**src/rtl/mips_pkg.sv**
```systemverilog
// rtl/mips_pkg.sv - shared encodings for the multicycle MIPS control unit
package mips_pkg;

  // Sequencer states; codes 12-15 are unused and recover to S_FETCH
  typedef enum logic [3:0] {
    S_FETCH    = 4'd0,
    S_DECODE   = 4'd1,
    S_MEMADR   = 4'd2,
    S_MEMREAD  = 4'd3,
    S_MEMWB    = 4'd4,
    S_MEMWRITE = 4'd5,
    S_EXEC     = 4'd6,
    S_RWB      = 4'd7,
    S_BRANCH   = 4'd8,
    S_JUMP     = 4'd9,
    S_ADDI_EX  = 4'd10,
    S_ADDI_WB  = 4'd11
  } estado_t;

  localparam logic [5:0] OP_R    = 6'b000000;
  localparam logic [5:0] OP_LW   = 6'b100011;
  localparam logic [5:0] OP_SW   = 6'b101011;
  localparam logic [5:0] OP_BEQ  = 6'b000100;
  localparam logic [5:0] OP_J    = 6'b000010;
  localparam logic [5:0] OP_ADDI = 6'b001000;

  localparam logic [1:0] ALUOP_ADD   = 2'b00;
  localparam logic [1:0] ALUOP_SUB   = 2'b01;
  localparam logic [1:0] ALUOP_FUNCT = 2'b10;

  // ALU operand B: register B, constant 4, sign-extended imm, imm << 2
  localparam logic [1:0] SRCB_REG    = 2'b00;
  localparam logic [1:0] SRCB_CUATRO = 2'b01;
  localparam logic [1:0] SRCB_IMM    = 2'b10;
  localparam logic [1:0] SRCB_IMM_SH = 2'b11;

  // Next PC: ALU result, ALUOut register (branch target), jump address
  localparam logic [1:0] PCSRC_ALU    = 2'b00;
  localparam logic [1:0] PCSRC_ALUOUT = 2'b01;
  localparam logic [1:0] PCSRC_JUMP   = 2'b10;

  typedef struct packed {
    logic       pc_write;
    logic       pc_write_cond;
    logic       ior_d;
    logic       mem_read;
    logic       mem_write;
    logic       ir_write;
    logic       mem_to_reg;
    logic       reg_dst;
    logic       reg_write;
    logic       alu_src_a;
    logic [1:0] alu_src_b;
    logic [1:0] alu_op;
    logic [1:0] pc_source;
    logic       excepcion;
  } control_t;

  function automatic logic opcode_valido(input logic [5:0] op);
    return (op == OP_R) || (op == OP_LW) || (op == OP_SW) ||
           (op == OP_BEQ) || (op == OP_J) || (op == OP_ADDI);
  endfunction

endpackage

```
**src/rtl/decodificador_salidas.sv**
```systemverilog
// rtl/decodificador_salidas.sv - combinational control word from the current state
module decodificador_salidas
  import mips_pkg::*;
(
  input  estado_t    estado,
  input  logic       mem_listo,
  input  logic [5:0] opcode,
  input  logic       rst_n,
  output control_t   ctrl
);

  // Moore decode of the state, with fetch strobes gated by memory ready
  // and the exception gated by the opcode; everything held low in reset
  always_comb begin
    ctrl = '0;
    if (rst_n) begin
      case (estado)
        S_FETCH: begin
          ctrl.mem_read  = 1'b1;
          ctrl.alu_src_b = SRCB_CUATRO;
          ctrl.alu_op    = ALUOP_ADD;
          ctrl.pc_source = PCSRC_ALU;
          ctrl.ir_write  = mem_listo;
          ctrl.pc_write  = mem_listo;
        end
        S_DECODE: begin
          ctrl.alu_src_b = SRCB_IMM_SH;
          ctrl.excepcion = !opcode_valido(opcode);
        end
        S_MEMADR, S_ADDI_EX: begin
          ctrl.alu_src_a = 1'b1;
          ctrl.alu_src_b = SRCB_IMM;
          ctrl.alu_op    = ALUOP_ADD;
        end
        S_MEMREAD: begin
          ctrl.mem_read = 1'b1;
          ctrl.ior_d    = 1'b1;
        end
        S_MEMWB: begin
          ctrl.reg_write  = 1'b1;
          ctrl.mem_to_reg = 1'b1;
        end
        S_MEMWRITE: begin
          ctrl.mem_write = 1'b1;
          ctrl.ior_d     = 1'b1;
        end
        S_EXEC: begin
          ctrl.alu_src_a = 1'b1;
          ctrl.alu_src_b = SRCB_REG;
          ctrl.alu_op    = ALUOP_FUNCT;
        end
        S_RWB: begin
          ctrl.reg_write = 1'b1;
          ctrl.reg_dst   = 1'b1;
        end
        S_BRANCH: begin
          ctrl.alu_src_a     = 1'b1;
          ctrl.alu_op        = ALUOP_SUB;
          ctrl.pc_write_cond = 1'b1;
          ctrl.pc_source     = PCSRC_ALUOUT;
        end
        S_JUMP: begin
          ctrl.pc_write  = 1'b1;
          ctrl.pc_source = PCSRC_JUMP;
        end
        S_ADDI_WB: begin
          ctrl.reg_write = 1'b1;
        end
        default: ctrl = '0;
      endcase
    end
  end

endmodule

```
**src/rtl/control_multiciclo.sv**
```systemverilog
// rtl/control_multiciclo.sv - multicycle MIPS sequencer with retire counter
module control_multiciclo
  import mips_pkg::*;
(
  input  logic        clk,
  input  logic        rst_n,
  input  logic [5:0]  opcode,
  input  logic        zero,
  input  logic        mem_listo,
  output logic        PCWrite,
  output logic        PCWriteCond,
  output logic        IorD,
  output logic        MemRead,
  output logic        MemWrite,
  output logic        IRWrite,
  output logic        MemtoReg,
  output logic        RegDst,
  output logic        Regwrite,
  output logic        ALUSrcA,
  output logic [1:0]  ALUSrcB,
  output logic [1:0]  ALUOp,
  output logic [1:0]  PCSource,
  output logic        excepcion,
  output logic [3:0]  estado,
  output logic [31:0] instr_completadas
);

  estado_t     estado_q;
  estado_t     estado_d;
  logic        retira;
  logic [31:0] contador;
  control_t    ctrl;

  // zero is consumed by the datapath together with PCWriteCond; the
  // sequencer itself never branches on it
  logic unused_zero;
  assign unused_zero = zero;

  // Next state and retire detection; opcode only matters in DECODE/MEMADR
  always_comb begin
    estado_d = estado_q;
    retira   = 1'b0;
    case (estado_q)
      S_FETCH:    if (mem_listo) estado_d = S_DECODE;
      S_DECODE: begin
        case (opcode)
          OP_R:         estado_d = S_EXEC;
          OP_LW, OP_SW: estado_d = S_MEMADR;
          OP_BEQ:       estado_d = S_BRANCH;
          OP_J:         estado_d = S_JUMP;
          OP_ADDI:      estado_d = S_ADDI_EX;
          default:      estado_d = S_FETCH;
        endcase
      end
      S_MEMADR:   estado_d = (opcode == OP_LW) ? S_MEMREAD : S_MEMWRITE;
      S_MEMREAD:  if (mem_listo) estado_d = S_MEMWB;
      S_MEMWRITE: begin
        if (mem_listo) begin
          estado_d = S_FETCH;
          retira   = 1'b1;
        end
      end
      S_EXEC:     estado_d = S_RWB;
      S_ADDI_EX:  estado_d = S_ADDI_WB;
      S_MEMWB, S_RWB, S_BRANCH, S_JUMP, S_ADDI_WB: begin
        estado_d = S_FETCH;
        retira   = 1'b1;
      end
      default:    estado_d = S_FETCH;
    endcase
  end

  // State register and wrapping retired-instruction counter
  always_ff @(posedge clk or negedge rst_n) begin
    if (!rst_n) begin
      estado_q <= S_FETCH;
      contador <= '0;
    end else begin
      estado_q <= estado_d;
      if (retira) contador <= contador + 32'd1;
    end
  end

  decodificador_salidas u_decodificador (
    .estado    (estado_q),
    .mem_listo (mem_listo),
    .opcode    (opcode),
    .rst_n     (rst_n),
    .ctrl      (ctrl)
  );

  assign PCWrite           = ctrl.pc_write;
  assign PCWriteCond       = ctrl.pc_write_cond;
  assign IorD              = ctrl.ior_d;
  assign MemRead           = ctrl.mem_read;
  assign MemWrite          = ctrl.mem_write;
  assign IRWrite           = ctrl.ir_write;
  assign MemtoReg          = ctrl.mem_to_reg;
  assign RegDst            = ctrl.reg_dst;
  assign Regwrite          = ctrl.reg_write;
  assign ALUSrcA           = ctrl.alu_src_a;
  assign ALUSrcB           = ctrl.alu_src_b;
  assign ALUOp             = ctrl.alu_op;
  assign PCSource          = ctrl.pc_source;
  assign excepcion         = ctrl.excepcion;
  assign estado            = estado_q;
  assign instr_completadas = contador;

endmodule

```
**config.mk**
```make
export PLATFORM = sky130hd
export DESIGN_NAME = control_multiciclo
export DESIGN_NICKNAME = d
export VERILOG_FILES = /design/src/rtl/mips_pkg.sv /design/src/rtl/decodificador_salidas.sv /design/src/rtl/control_multiciclo.sv
export SDC_FILE = /design/constraint.sdc
export NUM_CORES = 1
export LEC_CHECK = 0
export BUFFER_PORTS_ARGS = -buffer_cell sky130_fd_sc_hd__buf_2
export CAP_MARGIN = 20
export CORE_MARGIN = 3
export CORE_UTILIZATION = 51
export CTS_BUF_LIST = sky130_fd_sc_hd__clkbuf_8
export DETAILED_ROUTE_END_ITERATION = 10
export PLACE_DENSITY = 0.91
export SYNTH_ARGS = -nofsm -noshare
export SYNTH_HDL_FRONTEND = slang
export SYNTH_SLANG_ARGS = --single-unit
```
**constraint.sdc**
```tcl
create_clock -name clk -period 2.16 [get_ports clk]
set_clock_uncertainty 0.05 [all_clocks]
set_input_delay 0.108 -clock clk [delete_from_list [all_inputs] [get_ports clk]]
set_output_delay 0.108 -clock clk [all_outputs]
set_load 0.05 [all_outputs]
```
==> reports/qor.yml, run 1 <==
status: "completed"
yosys_warnings: 0
vias: 1964
ys_seq_area_frac: 0.411
async_flop_share: 1.00
viasPerCell: 5.79
hold_ws_ns: 0.0820
die_x_um: 71.5
synth_seq_cells: 36
timing.final.hold_violations: 0
clk_latency_ns: 0.30
critPathMaxFanout: 32
dp_hpwl_mm: 3.69
cp-end-kind: "flip-flop"
final_cell_area_mm2: 0.00266
start_util: 0.536
synth_ff_type: "dfrtp_1"
power.total_w: 0.00237
syn_to_final_growth_pct: 21.3
port-buffer-count: 61
cp.arrival_ns: 2.22
power_density_mw_per_mm2: 891
first_pass_iters: 4
syn-num-nets: 237
cts_buffer_depth: 2
cts_tree: "done"
p_leak_nw: 1.03
root_buffer: "clkbuf_8"
synth_edf_count: 0
fin_crit_sh: 0.955
drc_errors: 0
grt_overflow_total: 0
startpoint: "estado[3]"
antenna_found_initial: 0
die-area_mm2: 0.00512
path_class: "flip-flop to flip-flop"
syn-cell-area_mm2: 0.00219
synth.most_common_cell: "dfrtp_1"
setup_violations: 0
postCtsSetupBuffers: 0
synth_area_leader_cell: "dfrtp_1"
relSlewSlack: 0.697
grt_pass1_vias: 1792
drv_slew: 0
fin_crit_ns: 2.06
synthDistinctLibCells: 41
ys_top_cells_by_count: "36 x dfrtp_1, 28 x xor2_1, 18 x nand2_1"
fin_nets: 299
cts_max_level: 2
max-cap-violations: 0
gp_congestion: 0.846
antenna_left: 0
rows: 23
ir_worst_vdd_uv: 662
rsz0062_at_grt: "no"
cp.required_ns: 2.32
cts_sinks: 36
worstMarginPinSlew_ns: 0.455
cts_buffers: 5
drive_above_1_share: 0.346
hold_path.class: "input port to flip-flop"
routed_wirelength_mm: 5.03
syn-mean-instance-area_um2: 9.69
worstHoldStart: "opcode[4]"
ios: 63
grt_pass1_wl_mm: 8.15
netlist_instances: 226
core_area_mm2: 0.00409
chipHeight_um: 71.5
reg2reg_from: "estado[3]"
drtIter0Drc: 83
antenna_cells: 0
cts.clk_slew.worst_paths_ns: 0.07
ys_top_cells_by_area: "dfrtp_1 41%, xor2_1 11%, nor4_2 6.9%"
postPlaceCellArea_mm2: 0.00257
grt_start_max_net_pins: 37
grt_usage: 0.201
yosysTopAreaCellShare: 0.411
clock.fmax_mhz: 485
wl_per_cell_um: 14.8
startpoint_type: "flip-flop"
==> stage by stage <==
| step | utilization | worst slack [ns] | instances | setup TNS [ns] |
|---|---|---|---|---|
| after floorplan | - | -0.236 | 226 | -0.546 |
| after global placement | 0.628 | 0.200 | 330 | 0 |
| after detailed placement | 0.628 | 0.159 | 330 | 0 |
| after CTS | 0.650 | 0.130 | 339 | 0 |
| after global routing | 0.650 | 0.0132 | 339 | 0 |
| final | 0.650 | 0.0970 | 339 | 0 |
==> what timing repair did <==
item / 4_1_cts / 5_1_grt
hold buffers: 1 / 0
resized for setup: 0 / 0
hold endpoints to repair: 36 / 0
setup endpoints to repair: 0 / 0
==> cells in the final DEF (no fill, tap or decap), types with 3 or more instances in the layout <==
cell,instances
clkbuf_8,5
nor3_1,13
xnor2_1,6
nand4_1,8
nand3_1,8
dfrtp_2,3
dfrtp_1,33
nor2_1,11
nor4_2,12
nor4_1,6
nor3_2,4
nor2b_1,3
buf_2,61
o21ai_0,7
and3_1,9
buf_4,7
xor2_1,28
nand2_1,18
inv_1,10
and4_1,7
==> area by class of cell <==
type	instances	area, um2
clock buffer	5	68.8
clock inverter	3	12.5
fill	330	1430
inverter	8	30.0
multi-input combinational	168	1210
sequential	36	905
tap	50	62.6
timing repair buffer	69	368
==> worst max-delay path, stage by stage, from the launching register on <==
cell,delay (ns)
dfrtp_1,0.41
and2_1,0.20
or4_4,0.71
nor4_2,0.40
xor2_1,0.20
==> metal layers <==
layer | GRT usage | wire length, um | vias to the layer above
met5 | 0 | 0 | -
met4 | 0.0877 | 135 | 0
met3 | 0.0463 | 268 | 16
met2 | 0.341 | 2520 | 62
met1 | 0.243 | 2100 | 946
li1 | - | - | 940
==> final timing paths <==
path / slack, ns / end / depth (start not counted)
min in group asynchronous: 0.46 / instr_completadas[15] / 3
min: 0.08 / estado[1] / 4
min reg2reg: 0.41 / instr_completadas[31] / 1
max reg2reg: 0.1 / instr_completadas[18] / 4
max in group asynchronous: 1.26 / estado[2] / 3
max: 0.1 / instr_completadas[18] / 4
==> kinds of logic (layout without fill, tap and decap cells) <==
logic type,after synthesis,count (layout),synth area share
XOR/XNOR,34,34,0.136
buffers and inverters,22,85,0.0543
multiplexers,2,2,0.00971
AND/OR/NAND/NOR,115,115,0.337
flip-flops,36,36,0.411
adder cells (fa/ha/maj),1,1,0.00571
AO/OA/AOI/OAI,16,16,0.0463
==> flip-flops by register name (all words and copies together) (netlist names) <==
register	flops
estado	4
instr_completadas	32
==> power breakdown <==
group          switching, W  leakage [nW]  internal, W
Sequential         0.000108         0.364     0.000748
Combinational      0.000776         0.611     0.000282
Clock              0.000239        0.0505     0.000217
No activity file was read; power rests on OpenSTA's default activity.
==> run 2, diff against run 1 <==
--- a/config.mk
+++ b/config.mk
@@ -7,6 +7,7 @@
 export LEC_CHECK = 0
 export BUFFER_PORTS_ARGS = -buffer_cell sky130_fd_sc_hd__buf_2
 export CAP_MARGIN = 20
+export CORE_ASPECT_RATIO = 2
 export CORE_MARGIN = 3
 export CORE_UTILIZATION = 51
 export CTS_BUF_LIST = sky130_fd_sc_hd__clkbuf_8
==> reports/qor.yml, run 2 (same netlist as run 1, synthesis figures left out) <==
status: "completed"
grt_start_max_net_pins: 33  # -11%
ios: 63  # unchanged
max-cap-violations: 0  # unchanged
power_density_mw_per_mm2: 894  # +0.29%
fin_crit_ns: 2.14  # +0.0743 ns
syn_to_final_growth_pct: 22.0
critPathMaxStageDelay_ns: 0.71  # about the same
core_area_mm2: 0.00413  # +1.0%
antenna_cells: 0  # unchanged
timing.final.ws_setup_ns: 0.0227  # -0.0743 ns
drc_errors: 0  # unchanged
drive_above_1_share: 0.354  # +0.00815
cp_slowest_cell: "or4_4"
layout_commonest_cell: "buf_2"
grt_usage: 0.224  # +0.0228
reg2reg_from: "estado[3]"
worst-path-buf-inv: 0  # unchanged
antenna_found_initial: 0  # unchanged
critPathMaxFanout: 32  # unchanged
clock.fmax_mhz: 468  # -3.5%
path_cells: "and2_1, or4_4, nor4_2, xor2_1"
cts_buffer_depth: 2  # unchanged
path_delay_family: "simple AND/OR/NAND/NOR gates"
largest_reg_flops: 32  # unchanged
cts.clk_slew.worst_paths_ns: 0.08  # about the same
nFillCells: 353  # +7.0%
cp.arrival_ns: 2.31  # +0.09 ns
cp-end-kind: "flip-flop"
worst-r2r-setup-slack_ns: 0.02  # -0.07 ns
start_util: 0.531  # -0.00552
hold_path.class: "input port to flip-flop"
rows: 33  # +43%
postPlaceCellArea_mm2: 0.00256  # -0.19%
grt_pass1_wl_mm: 8.89  # +9.2%
cts_tree: "done"
relSlewSlack: 0.676  # -0.0213
cp-endpoint: "instr_completadas[28]"
die-area_mm2: 0.00517  # +0.94%
wl_per_cell_um: 15.8  # +6.2%
setup_violations: 0  # unchanged
root_buffer: "clkbuf_8"
timing.final.hold_violations: 0  # unchanged
grt_pass1_vias: 1947  # +8.6%
viasPerCell: 5.72  # -1.3%
first_pass_iters: 4  # unchanged
r2r_cells: 4  # unchanged
final_cell_area_mm2: 0.00267  # +0.61%
cts_buffers: 5  # unchanged
drv_slew: 0  # unchanged
chipHeight_um: 98.7  # +38%
pre_cts_slack_ns: 0.0653  # -0.0940 ns
fin_nets: 298  # -0.33%
grt_overflow_total: 0  # unchanged
cp.required_ns: 2.33  # about the same
drtIter0Drc: 47  # -43%
clk_latency_ns: 0.29  # about the same
port-buffer-count: 61  # unchanged
fin_crit_sh: 0.990  # +0.0344
die_x_um: 52.3  # -27%
rsz0062_at_grt: "yes"
p_leak_nw: 1.03  # +0.84%
timing.rr.end: "instr_completadas[28]"
crit_cells: 4  # unchanged
layout_common_cells: "61 x buf_2, 33 x dfrtp_1, 28 x xor2_1"
startpoint: "estado[3]"
dp_hpwl_mm: 4.02  # +8.8%
startpoint_type: "flip-flop"
path_class: "flip-flop to flip-flop"
ir_worst_vdd_uv: 997  # +51%
cts_sinks: 36  # unchanged
postCtsSetupBuffers: 0  # unchanged
gp_congestion: 0.855  # +1.1%
worstMarginPinSlew_ns: 0.482  # +0.0274 ns
antenna_left: 0  # unchanged
cts_max_level: 2  # unchanged
routed_wirelength_mm: 5.36  # +6.5%
vias: 1944  # -1.0%
## run 2: how the worst min path moves through the flow
stage	cells past startpoint	slack, ns	to	from
floorplan	0	-0.24	estado[0]	rst_n
global placement	1	-0.09	estado[3]	rst_n
detailed placement	1	-0.08	estado[3]	rst_n
CTS	4	0.11	estado[1]	opcode[4]
global route	4	0.14	estado[1]	opcode[4]
finish	4	0.12	estado[1]	opcode[4]
## run 2: where the power goes
part           leakage [nW]  switching [W]  total [W]  internal (W)
Sequential            0.364       0.000102   0.000850      0.000748
Clock                0.0479       0.000245   0.000470      0.000225
Combinational         0.622       0.000790    0.00107      0.000281
Total                  1.03        0.00114    0.00239       0.00125
## run 2: layout make-up
class	count	area, um2	share of cell area
Clock buffer	5	68.8	0.0257
Clock inverter	3	18.8	0.00702
Inverter	8	30.0	0.0112
Multi-Input combinational cell	168	1230	0.459
Sequential cell	36	905	0.338
Tap cell	52	65.1	0.0243
Timing Repair Buffer	68	360	0.135
## run 2: routing by layer
metal  vias to the layer above  share of wire  global-route usage
li1                        928              -                   -
met1                       935           0.37               0.245
met2                        71           0.57               0.411
met3                        10          0.047              0.0333
met4                         0          0.021              0.0827
met5                         -              0                   0
## run 2: stage by stage
| stage | hold WS [ns] | setup TNS (ns) | power, W | utilization | std cells |
|---|---|---|---|---|---|
| after floorplan | -0.238 | -0.546 | 0.00169 | - | 226 |
| after global placement | -0.0876 | 0 | 0.00191 | 0.620 | 331 |
| after detailed placement | -0.0777 | 0 | 0.00192 | 0.620 | 331 |
| after CTS | 0.107 | 0 | 0.00239 | 0.644 | 340 |
| after global routing | 0.140 | -0.199 | 0.00252 | 0.648 | 340 |
| final | 0.118 | 0 | 0.00239 | 0.648 | 340 |
## run 2: worst register-to-register path, delay by kind of cell, from the launching register on
family                    cells  cell delay (ns)
DFF                           1             0.46
and+or+nand+nor               3             1.38
xor gates and xnor gates      1             0.18
## run 2: timing repair
action / 4_1_cts / 5_1_grt
hold buffers: 1 / 0
setup endpoints to repair: 0 / 9
gates resized for setup: 0 / 2
hold endpoints to repair: 7 / 0
